[src/rtl/multi_cycle_ctrl_pkg.sv]
// Shared encodings for the multi-cycle MIPS-subset controller:
// opcodes, funct codes, datapath select values and FSM states.
package multi_cycle_ctrl_pkg;

    typedef enum logic [2:0] {
        S_FETCH  = 3'd0,
        S_DECODE = 3'd1,
        S_EXEC   = 3'd2,
        S_MEM    = 3'd3,
        S_WB     = 3'd4,
        S_HALT   = 3'd5
    } state_t;

    localparam logic [5:0] OP_RTYPE = 6'b000000;
    localparam logic [5:0] OP_ORI   = 6'b001101;
    localparam logic [5:0] OP_LUI   = 6'b001111;
    localparam logic [5:0] OP_LW    = 6'b100011;
    localparam logic [5:0] OP_LH    = 6'b100001;
    localparam logic [5:0] OP_LB    = 6'b100000;
    localparam logic [5:0] OP_SW    = 6'b101011;
    localparam logic [5:0] OP_SH    = 6'b101001;
    localparam logic [5:0] OP_SB    = 6'b101000;
    localparam logic [5:0] OP_BEQ   = 6'b000100;
    localparam logic [5:0] OP_JAL   = 6'b000011;

    localparam logic [5:0] FN_ADD = 6'b100000;
    localparam logic [5:0] FN_SUB = 6'b100010;
    localparam logic [5:0] FN_JR  = 6'b001000;

    localparam logic [1:0] NPC_PC4 = 2'd0;
    localparam logic [1:0] NPC_BR  = 2'd1;
    localparam logic [1:0] NPC_JAL = 2'd2;
    localparam logic [1:0] NPC_JR  = 2'd3;

    localparam logic [1:0] WR_RT  = 2'd0;
    localparam logic [1:0] WR_RD  = 2'd1;
    localparam logic [1:0] WR_R31 = 2'd2;

    localparam logic [1:0] WD_ALU  = 2'd0;
    localparam logic [1:0] WD_DMRD = 2'd1;
    localparam logic [1:0] WD_PC4  = 2'd2;

    localparam logic [1:0] ALU_ADD = 2'd0;
    localparam logic [1:0] ALU_SUB = 2'd1;
    localparam logic [1:0] ALU_OR  = 2'd2;
    localparam logic [1:0] ALU_LUI = 2'd3;

    localparam logic [1:0] DM_WORD = 2'd0;
    localparam logic [1:0] DM_HALF = 2'd1;
    localparam logic [1:0] DM_BYTE = 2'd2;

    // One bit per decoded instruction; all-zero means illegal.
    typedef struct packed {
        logic add;
        logic sub;
        logic jr;
        logic ori;
        logic lui;
        logic lw;
        logic lh;
        logic lb;
        logic sw;
        logic sh;
        logic sb;
        logic beq;
        logic jal;
    } iclass_t;

endpackage

[src/rtl/multi_cycle_ctrl_if.sv]
// Controller <-> datapath bundle: IR fields and comparator in,
// select/enable lines, debug state and retire counter out.
interface multi_cycle_ctrl_if #(
    parameter int CNT_W = 32
);
    logic [5:0]       opcode;
    logic [5:0]       func;
    logic             cmp_true;
    logic             PCWrEn;
    logic             IRWrEn;
    logic [1:0]       NPCOp;
    logic             RFWrEn;
    logic [1:0]       RFWRSel;
    logic [1:0]       RFWDSel;
    logic [1:0]       ALUOp;
    logic             ALUBSel;
    logic             EXTOp;
    logic             DMWrEn;
    logic [1:0]       DMOp;
    logic             DMEXTOp;
    logic [2:0]       state;
    logic             retire;
    logic [CNT_W-1:0] retired;
    logic             illegal;

    modport master (
        input  opcode, func, cmp_true,
        output PCWrEn, IRWrEn, NPCOp, RFWrEn, RFWRSel, RFWDSel,
        output ALUOp, ALUBSel, EXTOp, DMWrEn, DMOp, DMEXTOp,
        output state, retire, retired, illegal
    );

    modport slave (
        output opcode, func, cmp_true,
        input  PCWrEn, IRWrEn, NPCOp, RFWrEn, RFWRSel, RFWDSel,
        input  ALUOp, ALUBSel, EXTOp, DMWrEn, DMOp, DMEXTOp,
        input  state, retire, retired, illegal
    );
endinterface

[src/rtl/multi_cycle_ctrl_instr_decode.sv]
// Combinational opcode/func decode into a one-hot instruction
// class plus an illegal flag.
module instr_decode
    import multi_cycle_ctrl_pkg::*;
(
    input  logic [5:0] opcode,
    input  logic [5:0] func,
    output iclass_t    ic,
    output logic       illegal
);
    always_comb begin
        ic = '0;
        unique case (opcode)
            OP_RTYPE: begin
                unique case (func)
                    FN_ADD:  ic.add = 1'b1;
                    FN_SUB:  ic.sub = 1'b1;
                    FN_JR:   ic.jr  = 1'b1;
                    default: ;
                endcase
            end
            OP_ORI:  ic.ori = 1'b1;
            OP_LUI:  ic.lui = 1'b1;
            OP_LW:   ic.lw  = 1'b1;
            OP_LH:   ic.lh  = 1'b1;
            OP_LB:   ic.lb  = 1'b1;
            OP_SW:   ic.sw  = 1'b1;
            OP_SH:   ic.sh  = 1'b1;
            OP_SB:   ic.sb  = 1'b1;
            OP_BEQ:  ic.beq = 1'b1;
            OP_JAL:  ic.jal = 1'b1;
            default: ;
        endcase
        illegal = ~|ic;
    end
endmodule

[src/rtl/multi_cycle_ctrl.sv]
// Multi-cycle controller: FETCH/DECODE/EXEC/MEM/WB/HALT sequencer
// with memory wait states and a retired-instruction counter.
module multi_cycle_ctrl
    import multi_cycle_ctrl_pkg::*;
#(
    parameter int MEM_WAIT = 0,
    parameter int CNT_W    = 32
) (
    input logic               clk,
    input logic               reset,
    multi_cycle_ctrl_if.master bus
);
    localparam logic [3:0] WLAST = 4'(MEM_WAIT);

    state_t           state;
    logic [3:0]       wcnt;
    logic [CNT_W-1:0] retired;
    iclass_t          ic;
    logic             bad;
    logic             ld, st, rt, last;
    logic             pc_wr, ir_wr, rf_wr, dm_wr, ret;

    instr_decode u_dec (
        .opcode  (bus.opcode),
        .func    (bus.func),
        .ic      (ic),
        .illegal (bad)
    );

    assign ld   = ic.lw | ic.lh | ic.lb;
    assign st   = ic.sw | ic.sh | ic.sb;
    assign rt   = ic.add | ic.sub;
    assign last = (wcnt == WLAST);

    always_ff @(posedge clk or posedge reset) begin
        if (reset) begin
            state   <= S_FETCH;
            wcnt    <= '0;
            retired <= '0;
        end else begin
            if (ret) retired <= retired + CNT_W'(1);
            unique case (state)
                S_FETCH: begin
                    if (last) begin
                        state <= S_DECODE;
                        wcnt  <= '0;
                    end else begin
                        wcnt <= wcnt + 4'd1;
                    end
                end
                S_DECODE: begin
                    if (ic.jal | ic.jr | ic.beq) state <= S_FETCH;
                    else if (bad)                state <= S_HALT;
                    else                         state <= S_EXEC;
                end
                S_EXEC: state <= (ld | st) ? S_MEM : S_WB;
                S_MEM: begin
                    if (last) begin
                        state <= st ? S_FETCH : S_WB;
                        wcnt  <= '0;
                    end else begin
                        wcnt <= wcnt + 4'd1;
                    end
                end
                S_WB:    state <= S_FETCH;
                S_HALT:  state <= S_HALT;
                default: state <= S_FETCH;
            endcase
        end
    end

    always_comb begin
        pc_wr       = 1'b0;
        ir_wr       = 1'b0;
        rf_wr       = 1'b0;
        dm_wr       = 1'b0;
        ret         = 1'b0;
        bus.NPCOp   = NPC_PC4;
        bus.RFWRSel = WR_RT;
        bus.RFWDSel = WD_ALU;
        bus.ALUOp   = ALU_ADD;
        bus.ALUBSel = 1'b0;
        bus.EXTOp   = 1'b0;
        bus.DMOp    = DM_WORD;
        bus.DMEXTOp = 1'b0;
        bus.illegal = 1'b0;
        unique case (state)
            S_FETCH: begin
                ir_wr = last;
                pc_wr = last;
            end
            S_DECODE: begin
                unique case (1'b1)
                    ic.jal: begin
                        pc_wr       = 1'b1;
                        bus.NPCOp   = NPC_JAL;
                        rf_wr       = 1'b1;
                        bus.RFWRSel = WR_R31;
                        bus.RFWDSel = WD_PC4;
                        ret         = 1'b1;
                    end
                    ic.jr: begin
                        pc_wr     = 1'b1;
                        bus.NPCOp = NPC_JR;
                        ret       = 1'b1;
                    end
                    ic.beq: begin
                        pc_wr     = bus.cmp_true;
                        bus.NPCOp = NPC_BR;
                        ret       = 1'b1;
                    end
                    default: ;
                endcase
            end
            S_EXEC: begin
                unique case (1'b1)
                    ic.sub:  bus.ALUOp = ALU_SUB;
                    ic.ori:  bus.ALUOp = ALU_OR;
                    ic.lui:  bus.ALUOp = ALU_LUI;
                    default: bus.ALUOp = ALU_ADD;
                endcase
                bus.ALUBSel = ~rt;
                bus.EXTOp   = ld | st;
            end
            S_MEM: begin
                if (ic.lh | ic.sh)      bus.DMOp = DM_HALF;
                else if (ic.lb | ic.sb) bus.DMOp = DM_BYTE;
                bus.DMEXTOp = ic.lh | ic.lb;
                dm_wr       = st & last;
                ret         = st & last;
            end
            S_WB: begin
                rf_wr       = 1'b1;
                bus.RFWRSel = rt ? WR_RD : WR_RT;
                bus.RFWDSel = ld ? WD_DMRD : WD_ALU;
                ret         = 1'b1;
            end
            S_HALT:  bus.illegal = 1'b1;
            default: ;
        endcase
    end

    // Reset overrides the FETCH-cycle enables so nothing fires mid-reset.
    assign bus.PCWrEn  = pc_wr & ~reset;
    assign bus.IRWrEn  = ir_wr & ~reset;
    assign bus.RFWrEn  = rf_wr & ~reset;
    assign bus.DMWrEn  = dm_wr & ~reset;
    assign bus.retire  = ret & ~reset;
    assign bus.state   = state;
    assign bus.retired = retired;
endmodule

[src/flat_wrapper.sv]
// flat-port wrapper written by rule: the top's interface ports become plain ports
module multi_cycle_ctrl_flat import multi_cycle_ctrl_pkg::*;
#(
    parameter int MEM_WAIT = 0,
    parameter int CNT_W    = 32
)
  (clk, reset, bus_opcode, bus_func, bus_cmp_true, bus_PCWrEn, bus_IRWrEn, bus_NPCOp, bus_RFWrEn, bus_RFWRSel, bus_RFWDSel, bus_ALUOp, bus_ALUBSel, bus_EXTOp, bus_DMWrEn, bus_DMOp, bus_DMEXTOp, bus_state, bus_retire, bus_retired, bus_illegal);
  multi_cycle_ctrl_if #(.CNT_W(CNT_W)) bus_i ();
  input logic clk;
  input logic reset;
  input wire logic [$bits(bus_i.opcode)-1:0] bus_opcode;
  input wire logic [$bits(bus_i.func)-1:0] bus_func;
  input wire logic [$bits(bus_i.cmp_true)-1:0] bus_cmp_true;
  output wire logic [$bits(bus_i.PCWrEn)-1:0] bus_PCWrEn;
  output wire logic [$bits(bus_i.IRWrEn)-1:0] bus_IRWrEn;
  output wire logic [$bits(bus_i.NPCOp)-1:0] bus_NPCOp;
  output wire logic [$bits(bus_i.RFWrEn)-1:0] bus_RFWrEn;
  output wire logic [$bits(bus_i.RFWRSel)-1:0] bus_RFWRSel;
  output wire logic [$bits(bus_i.RFWDSel)-1:0] bus_RFWDSel;
  output wire logic [$bits(bus_i.ALUOp)-1:0] bus_ALUOp;
  output wire logic [$bits(bus_i.ALUBSel)-1:0] bus_ALUBSel;
  output wire logic [$bits(bus_i.EXTOp)-1:0] bus_EXTOp;
  output wire logic [$bits(bus_i.DMWrEn)-1:0] bus_DMWrEn;
  output wire logic [$bits(bus_i.DMOp)-1:0] bus_DMOp;
  output wire logic [$bits(bus_i.DMEXTOp)-1:0] bus_DMEXTOp;
  output wire logic [$bits(bus_i.state)-1:0] bus_state;
  output wire logic [$bits(bus_i.retire)-1:0] bus_retire;
  output wire logic [$bits(bus_i.retired)-1:0] bus_retired;
  output wire logic [$bits(bus_i.illegal)-1:0] bus_illegal;
  assign bus_i.opcode = bus_opcode;
  assign bus_i.func = bus_func;
  assign bus_i.cmp_true = bus_cmp_true;
  assign bus_PCWrEn = bus_i.PCWrEn;
  assign bus_IRWrEn = bus_i.IRWrEn;
  assign bus_NPCOp = bus_i.NPCOp;
  assign bus_RFWrEn = bus_i.RFWrEn;
  assign bus_RFWRSel = bus_i.RFWRSel;
  assign bus_RFWDSel = bus_i.RFWDSel;
  assign bus_ALUOp = bus_i.ALUOp;
  assign bus_ALUBSel = bus_i.ALUBSel;
  assign bus_EXTOp = bus_i.EXTOp;
  assign bus_DMWrEn = bus_i.DMWrEn;
  assign bus_DMOp = bus_i.DMOp;
  assign bus_DMEXTOp = bus_i.DMEXTOp;
  assign bus_state = bus_i.state;
  assign bus_retire = bus_i.retire;
  assign bus_retired = bus_i.retired;
  assign bus_illegal = bus_i.illegal;
  multi_cycle_ctrl #(.MEM_WAIT(MEM_WAIT), .CNT_W(CNT_W)) u_core (.clk(clk), .reset(reset), .bus(bus_i));
endmodule
[config.mk]
export PLATFORM = sky130hd
export DESIGN_NAME = multi_cycle_ctrl_flat
export DESIGN_NICKNAME = d
export VERILOG_FILES = /design/src/rtl/multi_cycle_ctrl_pkg.sv /design/src/rtl/multi_cycle_ctrl_if.sv /design/src/rtl/multi_cycle_ctrl_instr_decode.sv /design/src/rtl/multi_cycle_ctrl.sv /design/src/flat_wrapper.sv
export SDC_FILE = /design/constraint.sdc
export NUM_CORES = 1
export LEC_CHECK = 0
export CELL_PAD_IN_SITES_DETAIL_PLACEMENT = 0
export CELL_PAD_IN_SITES_GLOBAL_PLACEMENT = 1
export CORE_UTILIZATION = 38
export DETAILED_ROUTE_END_ITERATION = 16
export MAX_ROUTING_LAYER = met4
export PLACE_DENSITY_LB_ADDON = 0.1
export SYNTH_ARGS = -nofsm -noshare
export SYNTH_HDL_FRONTEND = slang
export SYNTH_SLANG_ARGS = --single-unit
export TNS_END_PERCENT = 1
[constraint.sdc]
create_clock -name clk -period 7.3 [get_ports clk]
set_clock_uncertainty 0.2 [all_clocks]
set_input_delay 1.46 -clock clk [delete_from_list [all_inputs] [get_ports clk]]
set_output_delay 1.46 -clock clk [all_outputs]
set_load 0.05 [all_outputs]
==> Word level (Yosys, flattened, before mapping) <==
Index checks and enable logic that the tools add are counted.
{ "word_totals": {"output_inout_bits": 54, "wordCells": 98, "mem_bits_rw": 0, "input_bits": 15, "rom_bits": 0, "latchBits": 0, "reg_bits": 39, "mem_count": 0} }
{ "op_classes": {"div_mod_pow": 0, "magnitude_cmp": 0, "multipliers": 0, "add_sub_neg": 2, "bitwise_logic": 19, "n_eq_ne": 20, "shifts": 0, "n_reduce_logical": 8, "n_mux": 46} }
{ "op_table": {"columns": ["operator", "count"], "rows": [
  ["6-bit == test, second input constant", 8],
  ["32-bit by 1-bit adder with 32-bit output, second input constant", 1],
  ["1-bit 2-to-1 mux", 23],
  ["3-bit 2-to-1 mux", 7],
  ["6-bit by 4-bit == test with 1-bit output, second input constant", 3],
  ["3-bit one-hot mux with 5 select lines", 1],
  ["13-bit OR reduction", 1],
  ["2-bit 2-to-1 mux", 6],
  ["2-bit one-hot mux with 3 select lines", 2],
  ["1-bit OR", 11],
  ["2-bit one-hot mux with 2 select lines", 2],
  ["1-bit bitwise AND", 6],
  ["3-bit by 2-bit == test with 1-bit output, second input constant", 2],
  ["3-bit == test, second input constant", 2],
  ["6-bit by 2-bit == test with 1-bit output, second input constant", 1],
  ["6-bit by 3-bit == test with 1-bit output, second input constant", 1],
  ["6-bit logical NOT", 1],
  ["1-bit one-hot mux with 2 select lines", 3],
  ["4-bit by 1-bit adder with 4-bit output, second input constant", 1],
  ["4-bit logical NOT", 1],
  ["4-bit 2-to-1 mux", 1],
  ["2-bit by 1-bit inequality test with 1-bit output, second input constant", 2],
  ["2-bit OR reduction", 2],
  ["3-bit by 1-bit == test with 1-bit output, second input constant", 1],
  ["5 further kinds", 6]
]} }

==> Depth between registers and ports, before layout <==
{ "logic_depth": {"word_depth": 7, "ltp_mapped": 9, "ltp_nobuf": 7} }

==> Hierarchy <==
A second synthesis with hierarchy kept.
{ "unflattened": {"hier_cells": 260, "area_unflattened_um2": 2363.5} }
{ "by_module_without_submodules": {"columns": ["module", "area_each_um2", "n_inst", "cells_each", "seq_area_each_um2"], "rows": [
  ["multi_cycle_ctrl", 2135.8, 1, 226, 975.9],
  ["instr_decode", 227.7, 1, 34, 0.0]
]} }

==> Least setup slack after synthesis <==
OpenSTA, ideal clock, no wires.
{ "synth_timing": {"path_type": "input port to output port", "start": "input port bus_opcode[1]", "end": "output port bus_RFWRSel[0]", "arrival_time_ns": 4.062, "path_stages": 3, "t_required_ns": 5.640, "path_slack_ns": 1.578, "path_cell_list": "or4_1 -> nor3_1 -> nor4b_1"} }
{ "synth_via": {"elab_chain_len": 5} }
{ "synth_lines": {"columns": ["element", "line_no", "source"], "rows": [
  ["start: declaration", "flat_wrapper.sv:11", "input wire logic [$bits(bus_i.opcode)-1:0] bus_opcode;"],
  ["6-bit logical NOT", "multi_cycle_ctrl_instr_decode.sv:13", "unique case (opcode)"],
  ["3-bit 2-to-1 mux", "multi_cycle_ctrl_instr_decode.sv:13", null],
  ["1-bit OR", "multi_cycle_ctrl.sv:32", "assign rt = ic.add | ic.sub;"],
  ["1-bit 2-to-1 mux", "multi_cycle_ctrl.sv:134", "bus.RFWRSel = rt ? WR_RD : WR_RT;"],
  ["2-bit one-hot mux with 2 select lines", "multi_cycle_ctrl.sv:87", "unique case (state)"],
  ["end: declaration", "flat_wrapper.sv:18", "output wire logic [$bits(bus_i.RFWRSel)-1:0] bus_RFWRSel;"]
]} }
Every way passes these cells.

==> Worst setup path in the final report <==
{ "layout_timing": {"start": "input port bus_opcode[3]", "end": "output port bus_retire"} }
{ "layout_via": {"elab_chain_len": 7, "elab_cells_between_ends": 19, "classes_between": "eq/ne: 5; mux: 8; bitwise: 4; reduce/logical: 2"} }
{ "layout_lines": {"columns": ["element", "line_no", "source"], "rows": [
  ["6-bit == test", "multi_cycle_ctrl_instr_decode.sv:13", null],
  ["1-bit 2-to-1 mux", "multi_cycle_ctrl_instr_decode.sv:13", null],
  ["1-bit OR (2 in series)", "multi_cycle_ctrl.sv:31", "assign st = ic.sw | ic.sh | ic.sb;"],
  ["1-bit bitwise AND", "multi_cycle_ctrl.sv:130", "ret = st & last;"],
  ["1-bit one-hot mux with 3 select lines (*)", "multi_cycle_ctrl.sv:87", null],
  ["1-bit bitwise AND (*)", "multi_cycle_ctrl.sv:148", "assign bus.retire = ret & ~reset;"],
  ["end: declaration", "flat_wrapper.sv:27", "output wire logic [$bits(bus_i.retire)-1:0] bus_retire;"]
]} }
Mark *: on every way between the ends. The rest lies on a longest branch, timed or not.

==> key figures <==
Critical path
  – Cell family with most CP delay: buffers and inverters
  – Worst setup EP type: output port
  – Crit-path max FO: 9
  – Crit-path cells: clkdlybuf4s50_1 > nor4_2 > nand3_2 > a211oi_4 > nor2_1 > nor2_1 > clkdlybuf4s50_1
  – Arrival @ worst endpoint: 4.24 ns
  – Critical Path RT: 5.64 ns
  – Worst path max stage delay: 0.80 ns
  – Worst reg2reg setup slack: 4.51 ns
  – Buffers & Inverters on Critical Path: 2
  – Startpoint Class: input pin
  – Crit-path slowest cell: clkdlybuf4s50_1
  – Crit path kind: input pin to output port

Global route
  – Vias in the first global route: 1840
  – GRT Overall Usage: 0.187
  – Antenna violations before repair: 0
  – Pin count of the biggest net entering global routing: 33
  – Global-route wire length before repair: 8930 um
  – Grt ovf: 0

Synthesis
  – Top-count cell post-synth: dfrtp_1
  – Synth area leader: dfrtp_1
  – Synth async-reset ratio: 1.00
  – Yosys reg bits: 39
  – Synth top cells by count: 39 x dfrtp_1, 23 x nor2_1, 23 x xnor2_1
  – Predominant post-synthesis flop cell: dfrtp_1
  – Post-synthesis cell type count: 45
  – Mapped cell area: 2300 um^2
  – Avg Inst Size Synth: 9.73 um^2
  – Dominant cells by area after synthesis: dfrtp_1 43%, xnor2_1 8.8%, xor2_1 3.8%
  – Synth Warn #: 0
  – Synth Instances: 236
  – EDFF count, synth: 0
  – Post-Synthesis Net Count: 254
  – Seq/Total Area, Yosys: 0.425
  – Top cell type's share of synthesized area: 0.425

Drt
  – DRT iter0 DRCs: 49
  – Routed vias: 1954
  – Drt total wl: 5340 um
  – Wire per inst: 14.1 um
  – DRT Pass-1 Iters: 4
  – Final antenna-violating net count: 0
  – Remaining DRCs: 0
  – Avg Vias per Cell: 5.17

Timing
  – Fin crit share: 0.808
  – FMAX: 0.169 GHz
  – Setup TNS: 0 ns
  – Final Max Slew Viols: 0
  – Post-layout worst setup margin: 1.40 ns
  – Final min period: 5.90 ns
  – RSZ-0062 raised after global routing: no
  – Worst Tran Pin Value: 0.532 ns
  – Final hold viol count: 0
  – Slew HR: 0.645
  – Setup violators final: 0

Floorplan
  – FP Rows: 27
  – I/O pin count: 69
  – Die X: 79.7 um
  – Initial Util: 0.405
  – Die height: 79.7 um
  – Core Footprint: 5680 um^2
  – Die ar.: 6360 um^2

Power and ir drop
  – Int Pwr: 0.000446 W
  – Net switching power: 0.000324 W
  – Leakage: 1.27 nW
  – Reg power frac: 0.364
  – Gate power share: 0.400
  – Clock power frac: 0.236
  – Switching part of the total: 0.420
  – Max VDD drop: 0.224 mV
  – Total power: 0.000770 W
  – Power Dens Cells: 245 nW/um^2

Min path
  – Min-delay worst type: flop to flop

Finish
  – Post-layout util: 0.553
  – Inserted Diodes: 0
  – Register area: 976 um^2
  – Nets@finish: 323
  – Layout cells sized above 1: 0.0850
  – Area delta synth->final: 36.7%
  – Multi-input gate area: 1230 um^2
  – Filler cell count: 523

Clock network
  – Cts hold-fix bufs: 0
  – Clock Latency Late Sink: 0.29 ns
  – Postcts setup bufs: 0
  – CTS Root Cell: clkbuf_8
  – CTS Buffer Depth: 2
  – Clk sinks: 39
  – CTS resizes: 0
  – H-tree level count: 2
  – CTS Buf Count: 5
  – Clock slew seen by the registers of the worst setup and hold paths: 0.08 ns
  – CTS tree: done

Place
  – Setup WS pre-CTS: 1.42 ns
  – RD Place Congestion: 0.848
  – Dpl hpwl: 3940 um
  – Port bufs: 68

Run status
  – Status: completed

Job
  – Max cap viols: 0
==> placed cells by master (no fill, tap or decap), types with 2 or more instances in the layout <==
cell type,instances
clkdlybuf4s50_1,68
dfrtp_1,39
nor2_1,23
xnor2_1,23
nand2_1,19
inv_1,12
nand3_1,12
xor2_1,10
nand4_1,10
and3_1,10
nor3_1,9
a21oi_1,6
nand2b_1,5
clkbuf_8,5
o21ai_0,4
and2_1,3
o22ai_1,3
and4_1,3
nor4_1,3
nor3_2,3
ha_1,3
or3b_2,2
nor4_2,2
or2_1,2
a22oi_1,2
or3_1,2
nor4b_1,2
==> flip-flops by register name, indices dropped and copies added, names as in the netlist <==
register / cells
u_core.bus.state: 3
u_core.bus.retired: 32
u_core.wcnt: 4
==> worst register-to-register path: cells and delay by family (launching register included) <==
family	cells	cell delay, ns
AOI/OAI and AO/OA	2	0.59
and+or+nand+nor	3	1.11
xor gates and xnor gates	1	0.17
DFF	1	0.62
==> cells by family after synthesis <==
| logic type | count (synthesis) | synth area share |
|---|---|---|
| xor+xnor | 33 | 0.126 |
| flops | 39 | 0.425 |
| compound gates | 24 | 0.101 |
| simple gates | 118 | 0.290 |
| buf+inv | 19 | 0.0409 |
| fa+ha+maj | 3 | 0.0164 |
==> per-layer routing <==
layer,GRT usage,up-vias,share of wire,routed length [um]
li1,-,964,-,-
met1,0.247,939,0.47,2530
met2,0.296,47,0.47,2530
met3,0.0366,4,0.045,241
met4,0.0482,0,0.0064,34
met5,-,-,0,0
==> power by group through the flow <==
stage               combinational, W  sequential, W  clock [W]
floorplan                   0.000164       0.000337          0
global placement            0.000308       0.000284          0
detailed placement          0.000308       0.000284          0
CTS                         0.000309       0.000281   0.000187
global route                0.000327       0.000287   0.000197
finish                      0.000308       0.000280   0.000182
==> final timing paths <==
kind | start | end | depth (start not counted)
max | bus_opcode[3] | bus_retire | 7
min | u_core.bus.retired[31]$_DFFE_PP0P_ | u_core.bus.retired[31]$_DFFE_PP0P_ | 1
max reg2reg | u_core.bus.state[0]$_DFFE_PP0P_ | u_core.bus.retired[13]$_DFFE_PP0P_ | 6
min reg2reg | u_core.bus.retired[31]$_DFFE_PP0P_ | u_core.bus.retired[31]$_DFFE_PP0P_ | 1
max in group asynchronous | reset | u_core.bus.retired[7]$_DFFE_PP0P_ | 3
min in group asynchronous | reset | u_core.bus.state[2]$_DFFE_PP0P_ | 2
==> through the flow <==
stage | hold WS (ns) | instances | instance area (um^2)
3_3_place_gp | 0.255 | 370 | 3030
5_1_grt | 0.288 | 378 | 3140
2_1_floorplan | 0.246 | 236 | 2300
6_report | 0.266 | 378 | 3140
3_5_place_dp | 0.258 | 370 | 3030
4_1_cts | 0.270 | 378 | 3140
==> layout make-up <==
cell class / count / share of cell area
flip-flops and latches: 39 / 0.311
inverters: 12 / 0.0144
multi-input cells: 178 / 0.391
clock buffers: 5 / 0.0219
repair buffers: 69 / 0.219
clock inverters: 3 / 0.0140
well taps: 72 / 0.0287
(Power assumes the default switching activity.)
